[config.mk]
export PLATFORM = sky130hd
export DESIGN_NAME = door_cmd_ramp_flat
export DESIGN_NICKNAME = d
export VERILOG_FILES = /design/src/rtl/door_pkg.sv /design/src/rtl/door_cmd_ramp_if.sv /design/src/rtl/door_cmd_ramp_btn_debounce.sv /design/src/rtl/door_cmd_ramp.sv /design/src/flat_wrapper.sv
export SDC_FILE = /design/constraint.sdc
export NUM_CORES = 1
export LEC_CHECK = 0
export ABC_AREA = 1
export ABC_CLOCK_PERIOD_IN_PS = 7900
export CELL_PAD_IN_SITES_DETAIL_PLACEMENT = 1
export CELL_PAD_IN_SITES_GLOBAL_PLACEMENT = 1
export CORE_MARGIN = 2
export CORE_UTILIZATION = 48
export CTS_CLUSTER_DIAMETER = 50
export DETAILED_ROUTE_END_ITERATION = 6
export PLACE_DENSITY_LB_ADDON = 0.3
export SLEW_MARGIN = 20
export SYNTH_ARGS = -nofsm -noshare
export SYNTH_HDL_FRONTEND = slang
export SYNTH_HIERARCHICAL = 1
export SYNTH_SLANG_ARGS = --single-unit
[constraint.sdc]
create_clock -name clk -period 7.9 [get_ports clk]
set_clock_uncertainty 0.15 [all_clocks]
set_input_delay 0.79 -clock clk [delete_from_list [all_inputs] [get_ports clk]]
set_output_delay 0.79 -clock clk [all_outputs]
set_load 0.1 [all_outputs]
[src/rtl/door_pkg.sv]
// Shared types and constants for the door command/trajectory path.
package door_pkg;

    localparam int unsigned POS_W   = 17;
    localparam int unsigned WIDTH_W = 18;

    localparam int unsigned DEF_DEBOUNCE_CYCLES = 1_000_000;
    localparam int unsigned DEF_FRAME_CYCLES    = 1_000_000;
    localparam int unsigned DEF_MIN_WIDTH       = 100_000;
    localparam int unsigned DEF_SPAN            = 100_000;
    localparam int unsigned DEF_STEP            = 500;
    localparam int unsigned DEF_HOLD_FRAMES     = 500;

    typedef enum logic [1:0] {
        ST_CLOSED  = 2'd0,
        ST_OPENING = 2'd1,
        ST_OPEN    = 2'd2,
        ST_CLOSING = 2'd3
    } door_state_t;

    function automatic logic is_moving(input door_state_t s);
        return (s == ST_OPENING) || (s == ST_CLOSING);
    endfunction

endpackage

[src/rtl/door_cmd_ramp_if.sv]
// Button inputs and servo-command outputs of the door ramp stage.
interface door_cmd_ramp_if;
    import door_pkg::*;

    logic               btnL;
    logic               btnR;
    logic               frame_start;
    logic [WIDTH_W-1:0] width;
    door_state_t        state;
    logic               busy;
    logic               led;

    modport master (output btnL, btnR, input frame_start, width, state, busy, led);
    modport slave  (input btnL, btnR, output frame_start, width, state, busy, led);

endinterface

[src/rtl/door_cmd_ramp_btn_debounce.sv]
// Push-button conditioner: 2-FF synchroniser, stability counter, one-cycle press pulse.
module btn_debounce
    import door_pkg::*;
#(
    parameter int unsigned DEBOUNCE_CYCLES = DEF_DEBOUNCE_CYCLES
) (
    input  logic clk,
    input  logic rst_n,
    input  logic i_btn,
    output logic o_press
);
    localparam int unsigned       CNT_W    = (DEBOUNCE_CYCLES > 1) ? $clog2(DEBOUNCE_CYCLES) : 1;
    localparam logic [CNT_W-1:0] CNT_LAST = CNT_W'(DEBOUNCE_CYCLES - 1);

    logic             r_sync1;
    logic             r_sync2;
    logic             r_level;
    logic             r_press;
    logic [CNT_W-1:0] r_cnt;
    logic             w_settle;

    // Synchronised input has disagreed with the debounced level long enough.
    assign w_settle = (r_sync2 != r_level) && (r_cnt == CNT_LAST);

    always_ff @(posedge clk) begin
        if (!rst_n) begin
            r_sync1 <= 1'b0;
            r_sync2 <= 1'b0;
            r_level <= 1'b0;
            r_press <= 1'b0;
            r_cnt   <= '0;
        end else begin
            r_sync1 <= i_btn;
            r_sync2 <= r_sync1;
            r_press <= w_settle && r_sync2;
            if (r_sync2 == r_level) begin
                r_cnt <= '0;
            end else if (w_settle) begin
                r_cnt   <= '0;
                r_level <= r_sync2;
            end else begin
                r_cnt <= r_cnt + CNT_W'(1);
            end
        end
    end

    assign o_press = r_press;

endmodule

[src/rtl/door_cmd_ramp.sv]
// Door command FSM, frame timer and position ramp driving the servo pulse width.
// Optional auto-close after an open dwell is enabled by defining DOOR_AUTO_CLOSE_EN.
module door_cmd_ramp
    import door_pkg::*;
#(
    parameter int unsigned DEBOUNCE_CYCLES = DEF_DEBOUNCE_CYCLES,
    parameter int unsigned FRAME_CYCLES    = DEF_FRAME_CYCLES,
    parameter int unsigned MIN_WIDTH       = DEF_MIN_WIDTH,
    parameter int unsigned SPAN            = DEF_SPAN,
    parameter int unsigned STEP            = DEF_STEP,
    parameter int unsigned HOLD_FRAMES     = DEF_HOLD_FRAMES
) (
    input  logic           clk,
    input  logic           rst_n,
    door_cmd_ramp_if.slave door
);
    localparam int unsigned         FRAME_W    = (FRAME_CYCLES > 1) ? $clog2(FRAME_CYCLES) : 1;
    localparam logic [FRAME_W-1:0]  FRAME_LAST = FRAME_W'(FRAME_CYCLES - 1);
    localparam logic [POS_W-1:0]    POS_SPAN   = POS_W'(SPAN);
    localparam logic [POS_W-1:0]    POS_STEP   = POS_W'(STEP);
    localparam logic [WIDTH_W-1:0]  WID_SPAN   = WIDTH_W'(SPAN);
    localparam logic [WIDTH_W-1:0]  WID_STEP   = WIDTH_W'(STEP);
    localparam logic [WIDTH_W-1:0]  WID_MIN    = WIDTH_W'(MIN_WIDTH);

    if (STEP == 0 || STEP > SPAN || SPAN >= (32'd1 << POS_W) || HOLD_FRAMES == 0) begin : g_bad_cfg
        $error("door_cmd_ramp: need 0 < STEP <= SPAN < 2**POS_W and HOLD_FRAMES > 0");
    end

    logic               w_press_l;
    logic               w_press_r;
    logic               w_open_cmd;
    logic               w_close_cmd;
    logic               w_tick;
    door_state_t        r_state;
    door_state_t        w_state_cmd;
    door_state_t        w_state_nxt;
    logic [POS_W-1:0]   r_pos;
    logic [POS_W-1:0]   w_pos_nxt;
    logic [WIDTH_W-1:0] w_sum;
    logic [WIDTH_W-1:0] r_width;
    logic [FRAME_W-1:0] r_frame_cnt;
    logic               r_frame_start;
    logic               r_busy;
    logic               r_led;

    btn_debounce #(.DEBOUNCE_CYCLES(DEBOUNCE_CYCLES)) u_deb_l (
        .clk     (clk),
        .rst_n   (rst_n),
        .i_btn   (door.btnL),
        .o_press (w_press_l)
    );

    btn_debounce #(.DEBOUNCE_CYCLES(DEBOUNCE_CYCLES)) u_deb_r (
        .clk     (clk),
        .rst_n   (rst_n),
        .i_btn   (door.btnR),
        .o_press (w_press_r)
    );

    // Conflicting presses in one cycle cancel each other.
    assign w_open_cmd  = w_press_l & ~w_press_r;
    assign w_close_cmd = w_press_r & ~w_press_l;
    assign w_tick      = (r_frame_cnt == '0);

    always_ff @(posedge clk) begin
        if (!rst_n) begin
            r_frame_cnt   <= '0;
            r_frame_start <= 1'b0;
        end else begin
            r_frame_start <= w_tick;
            r_frame_cnt   <= (r_frame_cnt == FRAME_LAST) ? '0 : r_frame_cnt + FRAME_W'(1);
        end
    end

`ifdef DOOR_AUTO_CLOSE_EN
    localparam int unsigned        HOLD_W    = $clog2(HOLD_FRAMES + 1);
    localparam logic [HOLD_W-1:0]  HOLD_LAST = HOLD_W'(HOLD_FRAMES);

    logic [HOLD_W-1:0] r_hold;
    logic [HOLD_W-1:0] w_hold_nxt;

    always_ff @(posedge clk) begin
        if (!rst_n) begin
            r_hold <= '0;
        end else begin
            r_hold <= w_hold_nxt;
        end
    end
`endif

    // Press transitions first, then the frame step acts on the resulting state.
    always_comb begin
        w_state_cmd = r_state;
        w_state_nxt = r_state;
        w_pos_nxt   = r_pos;
        w_sum       = {1'b0, r_pos} + WID_STEP;
`ifdef DOOR_AUTO_CLOSE_EN
        w_hold_nxt  = r_hold;
`endif
        case (r_state)
            ST_CLOSED:  if (w_open_cmd)  w_state_cmd = ST_OPENING;
            ST_OPENING: if (w_close_cmd) w_state_cmd = ST_CLOSING;
            ST_OPEN: begin
                if (w_close_cmd) w_state_cmd = ST_CLOSING;
`ifdef DOOR_AUTO_CLOSE_EN
                if (w_open_cmd)  w_hold_nxt  = '0;
`endif
            end
            ST_CLOSING: if (w_open_cmd)  w_state_cmd = ST_OPENING;
            default:    w_state_cmd = r_state;
        endcase
        w_state_nxt = w_state_cmd;

        if (w_tick) begin
            case (w_state_cmd)
                ST_OPENING: begin
                    if (w_sum >= WID_SPAN) begin
                        w_pos_nxt   = POS_SPAN;
                        w_state_nxt = ST_OPEN;
                    end else begin
                        w_pos_nxt = w_sum[POS_W-1:0];
                    end
                end
                ST_CLOSING: begin
                    if (r_pos <= POS_STEP) begin
                        w_pos_nxt   = '0;
                        w_state_nxt = ST_CLOSED;
                    end else begin
                        w_pos_nxt = r_pos - POS_STEP;
                    end
                end
`ifdef DOOR_AUTO_CLOSE_EN
                ST_OPEN: begin
                    w_hold_nxt = w_hold_nxt + HOLD_W'(1);
                    if (w_hold_nxt == HOLD_LAST) w_state_nxt = ST_CLOSING;
                end
`endif
                default: w_pos_nxt = r_pos;
            endcase
        end

`ifdef DOOR_AUTO_CLOSE_EN
        if (w_state_nxt != ST_OPEN) w_hold_nxt = '0;
`endif
    end

    always_ff @(posedge clk) begin
        if (!rst_n) begin
            r_state <= ST_CLOSED;
            r_pos   <= '0;
        end else begin
            r_state <= w_state_nxt;
            r_pos   <= w_pos_nxt;
        end
    end

    // Width only moves on the edge that raises frame_start, except at reset.
    always_ff @(posedge clk) begin
        if (!rst_n) begin
            r_width <= WID_MIN;
            r_busy  <= 1'b0;
            r_led   <= 1'b0;
        end else begin
            if (w_tick) r_width <= WID_MIN + {1'b0, w_pos_nxt};
            r_busy <= is_moving(w_state_nxt);
            r_led  <= (w_state_nxt == ST_OPEN);
        end
    end

    assign door.frame_start = r_frame_start;
    assign door.width       = r_width;
    assign door.state       = r_state;
    assign door.busy        = r_busy;
    assign door.led         = r_led;

endmodule

[src/flat_wrapper.sv]
// flat-port wrapper written by rule: the top's interface ports become plain ports
module door_cmd_ramp_flat import door_pkg::*;
#(
    parameter int unsigned DEBOUNCE_CYCLES = DEF_DEBOUNCE_CYCLES,
    parameter int unsigned FRAME_CYCLES    = DEF_FRAME_CYCLES,
    parameter int unsigned MIN_WIDTH       = DEF_MIN_WIDTH,
    parameter int unsigned SPAN            = DEF_SPAN,
    parameter int unsigned STEP            = DEF_STEP,
    parameter int unsigned HOLD_FRAMES     = DEF_HOLD_FRAMES
)
  (clk, rst_n, door_btnL, door_btnR, door_frame_start, door_width, door_state, door_busy, door_led);
  door_cmd_ramp_if door_i ();
  input  logic clk;
  input  logic rst_n;
  input wire logic [$bits(door_i.btnL)-1:0] door_btnL;
  input wire logic [$bits(door_i.btnR)-1:0] door_btnR;
  output wire logic [$bits(door_i.frame_start)-1:0] door_frame_start;
  output wire logic [$bits(door_i.width)-1:0] door_width;
  output wire logic [$bits(door_i.state)-1:0] door_state;
  output wire logic [$bits(door_i.busy)-1:0] door_busy;
  output wire logic [$bits(door_i.led)-1:0] door_led;
  assign door_i.btnL = door_btnL;
  assign door_i.btnR = door_btnR;
  assign door_frame_start = door_i.frame_start;
  assign door_width = door_i.width;
  assign door_state = door_i.state;
  assign door_busy = door_i.busy;
  assign door_led = door_i.led;
  door_cmd_ramp #(.DEBOUNCE_CYCLES(DEBOUNCE_CYCLES), .FRAME_CYCLES(FRAME_CYCLES), .MIN_WIDTH(MIN_WIDTH), .SPAN(SPAN), .STEP(STEP), .HOLD_FRAMES(HOLD_FRAMES)) u_core (.clk(clk), .rst_n(rst_n), .door(door_i));
endmodule
# Word level (Yosys, flattened, before mapping)
# Cells that the tools add are included.
# classes
n_bitwise	7
n_reduce_logical	14
muxes	11
addsub	6
magnitude_cmp	2
n_eq_ne	15
# op_table
cell	n
adder 20 x 1 -> 20 bit (second input constant)	3
equality test 20 bit (second input constant)	3
two-way mux 17 bit	3
one-hot mux 17 bit (2 select lines)	1
zero test 20 bit	1
adder 17 x 17 -> 18 bit (first input constant)	1
adder 17 x 9 -> 18 bit (second input constant)	1
>= comparator 18 x 17 -> 1 bit (second input constant)	1
less-or-equal comparator 17 x 9 -> 1 bit (second input constant)	1
subtractor 17 x 9 -> 17 bit (second input constant)	1
equality test 2 bit (second input constant)	5
two-way mux 2 bit	5
one-hot mux 2 bit (2 select lines)	2
equality test 2 x 1 -> 1 bit (second input constant)	3
OR reduction 2 bit	3
OR reduction 3 bit	2
NOT 1 bit	5
logical AND 1 bit	4
AND reduction 2 bit	2
AND 1 bit	2
equality test 1 bit	2
zero test 2 bit	1
!= test 1 bit	2
logical OR 1 bit	1
# word_totals
output_inout_bits	23
input_bits	4
regBits	108
word_cells	72

# Depth between registers and ports, before layout
# depth
word_depth	9
mapped_depth	27

# Cells and area by module
# Netlist, hierarchy kept.
# modules_own_cells
mod	seq_area_each_um2	area_each_um2	cells_per_inst	n_inst
door_cmd_ramp	1181.1	3913.8	589	1
btn_debounce	480.5	1261.2	179	2

# Worst setup path after synthesis
# OpenSTA, ideal clock, no wires.
# synth_timing
kind	register to register
start	register u_core.r_state[1], in the netlist u_core/door.state[1]
end	register u_core.r_width[13], in the netlist u_core/door.width[13]
stages_incl_launch_ff	21
period_less_slack_ps	3163
setup_time_ps	109
required_time_ps	7641
path_slack_ps	4737
arrival_ps	2904
cell_sequence	dfxtp_1 -> inv_1 -> o211ai_1 -> inv_1 -> nor2_1 -> nand2_2 -> nor2_1 -> nor2_1 -> nand2_2 -> nand2_2 -> nand2_4 -> ha_1 -> inv_1 -> nand2_1 -> nand2_2 -> nand2_2 -> nand2_2 -> a21oi_1 -> o21ai_1 -> nand2_1 -> inv_1
# synth_between
elab_chain_len	7
elab_cells_between_ends	14
cone_classes	1 x add/sub; 5 x eq/ne; 5 x mux; 3 x reduce/logical
# synth_lines
element	line	rtl
from (decl)	door_cmd_ramp.sv:34	door_state_t r_state;
from (signal assigned)	door_cmd_ramp.sv:152	r_state <= w_state_nxt;
equality test 2 bit, or another cell as far along	door_cmd_ramp.sv:100	case (r_state)
OR reduction 2 bit (no line)	-	
one-hot mux 2 bit (2 select lines) (*)	door_cmd_ramp.sv:100	
equality test 2 bit or equality test 2 x 1 -> 1 bit (tied branches)	door_cmd_ramp.sv:115	case (w_state_cmd)
one-hot mux 17 bit (2 select lines) (*)	door_cmd_ramp.sv:115	
two-way mux 17 bit (*)	door_cmd_ramp.sv:114	if (w_tick) begin
net u_core.w_pos_nxt[5]	door_cmd_ramp.sv:38	logic [POS_W-1:0] w_pos_nxt;
adder 17 x 17 -> 18 bit (*)	door_cmd_ramp.sv:164	if (w_tick) r_width <= WID_MIN + {1'b0, w_pos_nxt};
to (signal assigned)	door_cmd_ramp.sv:164	
to (decl)	door_cmd_ramp.sv:40	logic [WIDTH_W-1:0] r_width;
# Mark *: on every way through the listed nets, which the timed path passes. The rest lies on a longest branch.
# A chain may end at the register's enable or synchronous reset.

# Worst setup path in the final report
# layout_timing
start	register u_core.r_frame_cnt[0]
end	register u_core.r_width[11], in the netlist u_core/door.width[11]
# layout_between
elab_chain_len	3
# layout_lines
element	line	rtl
from (decl)	door_cmd_ramp.sv:41	logic [FRAME_W-1:0] r_frame_cnt;
from (signal assigned)	door_cmd_ramp.sv:71	r_frame_cnt <= (r_frame_cnt == FRAME_LAST) ? '0 : r_frame_cnt + FRAME_W'(1);
zero test 20 bit	door_cmd_ramp.sv:63	assign w_tick = (r_frame_cnt == '0);
two-way mux 17 bit	door_cmd_ramp.sv:114	
net u_core.w_pos_nxt[5]	door_cmd_ramp.sv:38	
adder 17 x 17 -> 18 bit	door_cmd_ramp.sv:164	
# The timed path passes the listed nets, and every way through them passes these cells.

==> impl_metrics.py <==
metrics = {
    "die": {
        "fp.dieH_um": 120,
        "core_area_um2": 13200,
        "chipWidth_um": 120,
        "dieArea_um2": 14400,
        "std_cell_rows": 42,
        "ios": 27,
        "start_util_pct": 48.8,
    },
    "synthesis": {
        "synth_area_um2": 6440,
        "synth_edf_count": 0,
        "synth.top_cell.area_share_pct": 33.3,
        "synth_cell_type_count": 48,
        "yosysTopAreaCell": "dfxtp_1",
        "synth-seq-cells": 107,
        "syn_inst": 947,
        "postSynth.asyncResetShare_pct": 0,
        "avgSynthCellArea_um2": 6.80,
        "ys_seq_area_share_pct": 33.3,
        "yosys.cell_count.top_type": "nand2_1",
        "syn_nets": 959,
        "synth_ff_type": "dfxtp_1",
        "synth_area_leaders": "dfxtp_1 (33%), nand2_1 (12%), nor2_1 (8.0%)",
        "ys.warnings.count": 6,
        "synth.top_cells.by_count": "nand2_1 (202), nor2_1 (138), inv_1 (111)",
    },
    "cells_and_area": {
        "syn2layout_area_growth_pct": 10.2,
        "final_nets": 977,
        "n_antenna_cell": 0,
        "final_layout_size_suffix_gt1_share_pct": 13.7,
        "final_core_util_pct": 53.8,
    },
    "sta": {
        "rsz0062_at_grt": "no",
        "fmax_mhz": 267,
        "post-route-period-util_pct": 47.5,
        "worst_slack_ns": 4.15,
        "final-setup-viol-count": 0,
        "relSlewSlack_pct": 31.8,
        "final_hold_viol_count": 0,
        "worstMarginPinSlew_ns": 1.02,
        "maxSlewViolCount": 0,
        "tns_ns": 0,
        "min_period_ns": 3.75,
    },
    "route": {
        "routed_via_density": 5.22,
        "via_count": 5980,
        "wl_mm": 17.5,
        "drc_errors": 0,
        "wl_per_cell_um": 15.2,
        "first_pass_iters": 5,
        "ant_nets": 0,
        "dr.first_iter.drc_count": 297,
    },
    "global_route": {
        "grt_max_degree": 29,
        "grt_pass1_vias": 6308,
        "overflow": 0,
        "grt_first_pass_wirelength_mm": 29.7,
        "grtUsageTotal_pct": 25.6,
        "antenna_found_initial": 0,
    },
    "critical_path": {
        "cp_max_fo": 28,
        "setup.worst_path.end_class": "flop",
        "cp-start-kind": "flop",
        "r2r-start": "u_core/r_frame_cnt[0]$_SDFF_PP0_",
        "worstPathRequired_ns": 8.00,
        "crit_type": "flop to flop",
        "crit_start": "u_core/r_frame_cnt[0]$_SDFF_PP0_",
        "arrival_ns": 3.85,
    },
    "power_and_ir_drop": {
        "ir_drop_v": 0.000152,
        "p_clk_share_pct": 39.3,
        "power_density_nw_per_um2": 169,
        "power_frac_comb_pct": 13.6,
        "seq_power_share_pct": 47.1,
        "swShare_pct": 29.4,
        "internal_power_mw": 0.845,
        "p_sw_mw": 0.351,
        "power_leakage_nw": 2.80,
    },
    "run": {
        "cap_violations": 0,
    },
    "cts": {
        "htree_levels": 3,
        "clock_latency_ns": 0.35,
        "cts-root-buf": "clkbuf_16",
        "numCtsBuffers": 9,
        "clkTransAtPathRegs_ns": 0.08,
        "clockBufferDepth": 2,
        "cts_resized": 0,
        "clock_sinks": 107,
        "cts_tree": "done",
        "cts_setup_buffers": 0,
        "cts_hold_buf": 0,
    },
    "place": {
        "place.gp.congestion": 0.877,
        "pre_cts_slack_ns": 4.24,
        "dp_hpwl_mm": 13.4,
        "portBuffers": 26,
    },
    "status": {
        "status": "complete, no violations",
    },
    "min_path": {
        "hold_start": "u_core/u_deb_l/r_sync1$_SDFF_PN0_",
        "hold_path.class": "flop to flop",
    },
}
[worst max-delay path: stages, from the launching register on]
cell	delay, ns
dfxtp_1	0.36
inv_1	0.07
ha_1	0.19
inv_1	0.07
nor3_1	0.05
nand3_1	0.40
clkinv_1	0.92
nand2_2	0.38
nand2_4	0.09
ha_1	0.22
inv_1	0.05
nand2_1	0.07
nand2_2	0.10
nand2_2	0.10
xor2_1	0.17
o21bai_1	0.18
inv_1	0.06
[power groups by stage]
stage	combinational [mW]	clock, mW	sequential, mW
after floorplan	0.0417	0	0.655
after global placement	0.160	0	0.576
after detailed placement	0.162	0	0.576
after CTS	0.163	0.482	0.564
after global routing	0.170	0.504	0.565
final	0.162	0.471	0.564
[registers in the layout (all words and copies together) (netlist names)]
| signal | cells |
|---|---|
| u_core/r_frame_cnt | 20 |
| u_core/u_deb_l/r_cnt | 20 |
| u_core/u_deb_r/r_cnt | 20 |
| u_core/door.width | 18 |
| u_core/r_pos | 17 |
| u_core/door.state | 2 |
| u_core/door.frame_start | 1 |
| u_core/door.led | 1 |
| u_core/u_deb_l/o_press | 1 |
| u_core/u_deb_l/r_level | 1 |
| u_core/u_deb_l/r_sync1 | 1 |
| u_core/u_deb_l/r_sync2 | 1 |
| u_core/u_deb_r/o_press | 1 |
| u_core/u_deb_r/r_level | 1 |
| u_core/u_deb_r/r_sync1 | 1 |
| u_core/u_deb_r/r_sync2 | 1 |
[layer usage]
metal	vias to the layer above	wire (um)	part of all wire [%]	track usage [%]
met5	-	0	0	0
met4	0	271	1.6	8.09
met3	20	471	2.7	4.04
met2	66	8700	50	44.6
met1	2846	8010	46	32.3
li1	3048	-	-	-
[per-stage QoR]
step                hold WS, ns  area, um2  cells  power [mW]
floorplan                 0.240       6440    947       0.697
global placement          0.244       6780   1130       0.735
detailed placement        0.251       6780   1130       0.738
CTS                       0.280       7090   1146        1.21
global route              0.312       7090   1146        1.24
finish                    0.278       7090   1146        1.20
[path summary, 6_finish.rpt]
path                                             end  slack (ns)  depth (start not counted)
setup reg to reg  u_core/door.width[11]$_SDFFE_PN0P_        4.15                         16
hold reg to reg    u_core/u_deb_l/r_sync2$_SDFF_PN0_        0.28                          2
hold / removal     u_core/u_deb_l/r_sync2$_SDFF_PN0_        0.28                          2
setup / recovery  u_core/door.width[11]$_SDFFE_PN0P_        4.15                         16
[layout make-up]
cell class / count / area, um2
fill: 1827 / 6100
clock buffer: 10 / 239
inverter: 129 / 485
sequential: 107 / 2140
timing repair buffer: 28 / 275
tap: 176 / 220
multi-input combinational: 690 / 3660
clock inverter: 6 / 71.3
[placed cells by master, fill, tap and decap left out, types with 6 or more instances in the layout]
master / count
nor2_1: 138
nand2_2: 30
xnor2_1: 8
nand2_1: 202
nand3_2: 10
nor2_2: 19
inv_2: 14
nor3_1: 13
nand4_1: 17
ha_1: 8
dfxtp_1: 107
a21oi_1: 47
clkbuf_16: 9
clkdlybuf4s50_1: 26
nor2_4: 10
inv_1: 111
o211ai_1: 6
xor2_1: 26
nor4_1: 6
o21ai_0: 29
nand3_1: 67
nand2_4: 6
[cell families (layout without fill, tap and decap cells)]
logic type | count (synthesis) | after routing | share of synthesized area [%]
DFF | 107 | 107 | 33.3
adders and majority gates | 8 | 8 | 1.56
xor gates and xnor gates | 34 | 34 | 4.63
buffers and inverters | 150 | 173 | 9.99
and+or+nand+nor | 531 | 531 | 39.2
AOI/OAI and AO/OA | 117 | 117 | 11.3
(Power assumes the default switching activity.)
